===== src/rtl/set_bit_enumerator.sv =====
// set_bit_enumerator: accepts one WIDTH-bit word over valid/ready, streams the
// index of each set bit (one per beat), then pulses done with the bit count.
// Optional build macro: SET_BIT_ENUMERATOR_MSB_FIRST_EN -- when defined, indices
// are emitted highest first instead of lowest first.
module set_bit_enumerator #(
  parameter  int WIDTH = 8,
  localparam int IW    = $clog2(WIDTH)
) (
  input  logic             clk,
  input  logic             rst_n,
  input  logic             in_valid,
  output logic             in_ready,
  input  logic [WIDTH-1:0] in_data,
  output logic             out_valid,
  input  logic             out_ready,
  output logic [IW-1:0]    out_idx,
  output logic             out_last,
  output logic             done,
  output logic [IW:0]      count
);

  typedef enum logic {IDLE, EMIT} state_t;

  state_t           state, state_nxt;
  logic [WIDTH-1:0] shadow, shadow_nxt;
  logic [IW:0]      count_nxt;
  logic             done_nxt;
  logic [IW-1:0]    pick;
  logic             single;
  logic             accept, fire;

  // Priority pick over the remaining bits; the loop direction decides which
  // end wins (the last match in loop order overrides earlier ones).
  always_comb begin
    pick = '0;
`ifdef SET_BIT_ENUMERATOR_MSB_FIRST_EN
    for (int i = 0; i < WIDTH; i++)
      if (shadow[i]) pick = IW'(i);
`else
    for (int i = WIDTH - 1; i >= 0; i--)
      if (shadow[i]) pick = IW'(i);
`endif
  end

  // Exactly one bit left: clearing the lowest set bit leaves nothing.
  assign single = (|shadow) && ((shadow & (shadow - WIDTH'(1))) == '0);

  // Handshake outputs depend only on state, so out_ready never reaches them.
  assign in_ready  = (state == IDLE);
  assign out_valid = (state == EMIT);
  assign out_idx   = out_valid ? pick : '0;
  assign out_last  = out_valid && single;

  assign accept = in_valid && in_ready;
  assign fire   = out_valid && out_ready;

  // Next-state logic: word capture in IDLE, one bit retired per beat in EMIT.
  always_comb begin
    state_nxt  = state;
    shadow_nxt = shadow;
    count_nxt  = count;
    done_nxt   = 1'b0;
    unique case (state)
      IDLE: begin
        // count is only meaningful through the done cycle; clear it after.
        count_nxt = '0;
        if (accept) begin
          shadow_nxt = in_data;
          if (in_data != '0) state_nxt = EMIT;
          else               done_nxt  = 1'b1;
        end
      end
      EMIT: begin
        if (fire) begin
          shadow_nxt = shadow & ~(WIDTH'(1) << pick);
          count_nxt  = count + 1'b1;
          if (single) begin
            state_nxt = IDLE;
            done_nxt  = 1'b1;
          end
        end
      end
      default: state_nxt = IDLE;
    endcase
  end

  // State registers with synchronous active-low reset; reset mid-word drops
  // the remaining bits without a done pulse.
  always_ff @(posedge clk) begin
    if (!rst_n) begin
      state  <= IDLE;
      shadow <= '0;
      count  <= '0;
      done   <= 1'b0;
    end else begin
      state  <= state_nxt;
      shadow <= shadow_nxt;
      count  <= count_nxt;
      done   <= done_nxt;
    end
  end

endmodule


===== config.mk =====
export PLATFORM = sky130hd
export DESIGN_NAME = set_bit_enumerator
export DESIGN_NICKNAME = d
export VERILOG_FILES = /design/src/rtl/set_bit_enumerator.sv
export SDC_FILE = /design/constraint.sdc
export NUM_CORES = 1
export LEC_CHECK = 0
export CORE_ASPECT_RATIO = 0.9
export CORE_MARGIN = 2
export CORE_UTILIZATION = 40
export CTS_BUF_LIST = sky130_fd_sc_hd__clkbuf_4 sky130_fd_sc_hd__clkbuf_8
export DETAILED_ROUTE_END_ITERATION = 10
export PLACE_DENSITY_LB_ADDON = 0.12
export SETUP_SLACK_MARGIN = 0.02
export SYNTH_ARGS = -nofsm -noshare
export SYNTH_HDL_FRONTEND = slang
export SYNTH_SLANG_ARGS = --single-unit

===== constraint.sdc =====
create_clock -name clk -period 3.9 [get_ports clk]
set_input_delay 0.78 -clock clk [delete_from_list [all_inputs] [get_ports clk]]
set_output_delay 0.78 -clock clk [all_outputs]
set_load 0.03 [all_outputs]

==> run metrics <==
dpl hpwl=1563 µm; final-layout fill cell count=187; top sig layer=met4; R2R cell count=5; critical path, cell by cell=or4_1 -> o21ai_2 -> a22oi_1 -> and2_2 -> clkdlybuf4s50_1; remaining routing DRC violations=0; maxcap violations=0; clock latency on the worst-skew pair=between 0.2 and 0.3 ns; Core ar.=~0.0019 mm²; Crit. End Element=output pin; Synth async-reset ratio=0%; delay-heaviest family, CP=simple AND/OR/NAND/NOR gates; H-Tree Level Count=1; num rows=15; Hold EP=count[3]; postcts setup bufs=0; Buf/Inv on CP=1; status=finished, final reports clean; Hold Violations, Final=0; Starting Density=42.85%; Synth Register Bits=14; Main synth FF type=dfxtp_1; Starting DRT DRC Count=12; Remaining Overflow, GRT=0; clk buf depth=2; drt wl/cell=roughly 14 µm; Fin Setup TNS=0 ns; RSZ-0062 raised after global routing=false; vias in the first global route=around 780; largest net degree at the start of global routing=15; Netlist Area Pre-Place=roughly 830 µm²; Total Wirelength=~2100 µm; Chip Height=47.17 µm; post-synth top area cell=dfxtp_1; sequential area share after synthesis=33.84%; cts repair resizes=0; hold slack=between 0.5 and 0.6 ns; # clock sinks=14; via count=826; Die W=51.97 µm; Syn Inst Count=between 100 and 150; worst ir drop on vdd=0.0001823 V; Final Wtd Congestion=0.8853; met3 routed WL=around 140 µm; max-slew violations=0; largest cells by area after synthesis=dfxtp_1 34%, nor2_1 5.0%, nand2_1 4.1%; Arr. time, crit path=around 2.4 ns; Max stage delay on crit path=between 0.6 and 0.7 ns; initial antenna violation count=0; Slew HR=~65%; GRT Util Overall=slightly above 20%; Root Buffer=clkbuf_4; worst hold start=count[3]; Final setup viols=0; worst-margin pin slew=0.5214 ns; n_diodes=0; post-route ant nets=0; Worst Setup Path Type=reg2out; routed metal-1 wirelength=979 µm; PortBufs=22; Yosys top cell area share=33.84%; final setup skew=0.0004764 ns; synth-to-layout area growth=29.76%; R2R Path End=done; most frequent cells in the layout=22 x clkdlybuf4s50_1, 14 x dfxtp_1, 11 x nor2_1; syn_area_per_cell=about 8 µm²; WL met2=952 µm; overall die area=0.002451 mm²; total CTS buffers=3; R2R setup slack=2.17 ns; Worst EP required=3.12 ns; Worst-path clk slew=0.09 ns; I/O pins=23; Fmax=317.1 MHz; DRT Pass-1 Iters=4; PwrDens=347.4 mW/mm²; crit path max fanout=7; synthesized net count=115; reg2reg start=shadow[0]; Tcrit/Tclk final=80.85%; hold path cells=2; register area=280.3 µm²; most common cell after layout, fill and taps aside=clkdlybuf4s50_1; CP max stage cell=or4_1; Post-synth EDFFs=0; first-pass GRT wire length=3546 µm; CTS tree=yes; LEAKAGE=0.0004059 µW; Multi-input gate area=491.7 µm²; vias per cell=5.697; Netlist cell types=40; Layout Nets=134; fraction of layout cells with a size suffix above 1=8.333%; fin crit period=around 3.2 ns; # hold bufs at CTS=0; synth warn=0; startpoint types=flip-flop; Hold Crit Class=reg2reg
-- synthesized netlist by cell type, drive strengths merged, types with 4 or more instances --
master and instances:
nor2b 4, o21ai 6, clkbuf 5, inv 4
dfxtp 14, nand2 9, nor2 11, a21boi 4
-- worst reg2reg max path, stage by stage (launching register included) --
cell and delay, ns:
dfxtp_1 0.37, or4_1 0.66, o21ai_2 0.16, a22oi_1 0.11
and2_4 0.16, o21a_1 0.18
-- cell families after synthesis --
logic type | synth area share [%]
xor+xnor | 4.230
buf+inv | 6.796
fa+ha+maj | 1.510
mux | 2.417
flops | 33.84
simple gates | 23.57
compound gates | 27.64
-- worst max path at each step --
stage	start	end	slack, ns	cells past startpoint
finish	shadow[0]	out_last	0.75	5
global route	shadow[7]	out_idx[0]	0.66	6
CTS	shadow[0]	out_last	0.75	5
detailed placement	shadow[0]	out_last	1.08	5
global placement	shadow[0]	out_last	1.10	5
floorplan	shadow[2]	out_idx[2]	1.33	4
-- registers in the layout, summed over array words and instances, names as in the netlist --
signal and count:
shadow 8, count 4, done 1, out_valid 1
-- routing by layer --
layer	global-route usage, %	vias up
li1	-	405
met1	26.44	386
met2	30.38	28
met3	6.688	7
met4	8.947	0
met5	0	-
-- cell type report --
class,count,area share (%)
clock buffer,4,3.376
inverter,4,1.397
multi-input combinational,76,45.75
sequential,14,26.08
tap,25,2.910
timing repair buffer,22,20.49
-- through the flow --
| stage | setup slack [ns] | instances | instance area [µm²] | utilization [%] | total power (µW) |
|---|---|---|---|---|---|
| final | 0.7467 | 145 | 1075 | 55.60 | 373.4 |
| after global routing | 0.6574 | 145 | 1075 | 55.60 | 395.0 |
| after floorplan | 1.334 | 102 | 828.3 | - | 233.0 |
| after global placement | 1.100 | 141 | 1039 | 53.72 | 268.5 |
| after CTS | 0.7468 | 145 | 1075 | 55.60 | 376.1 |
| after detailed placement | 1.080 | 141 | 1039 | 53.72 | 268.2 |
-- power by group --
| group | internal, µW | switching [µW] |
|---|---|---|
| logic | 47.1 | 53.8 |
| registers | 150 | 15.0 |
| clock network | 56.9 | 50.2 |
| total | 254 | 119 |
(Power assumes the default switching activity.)
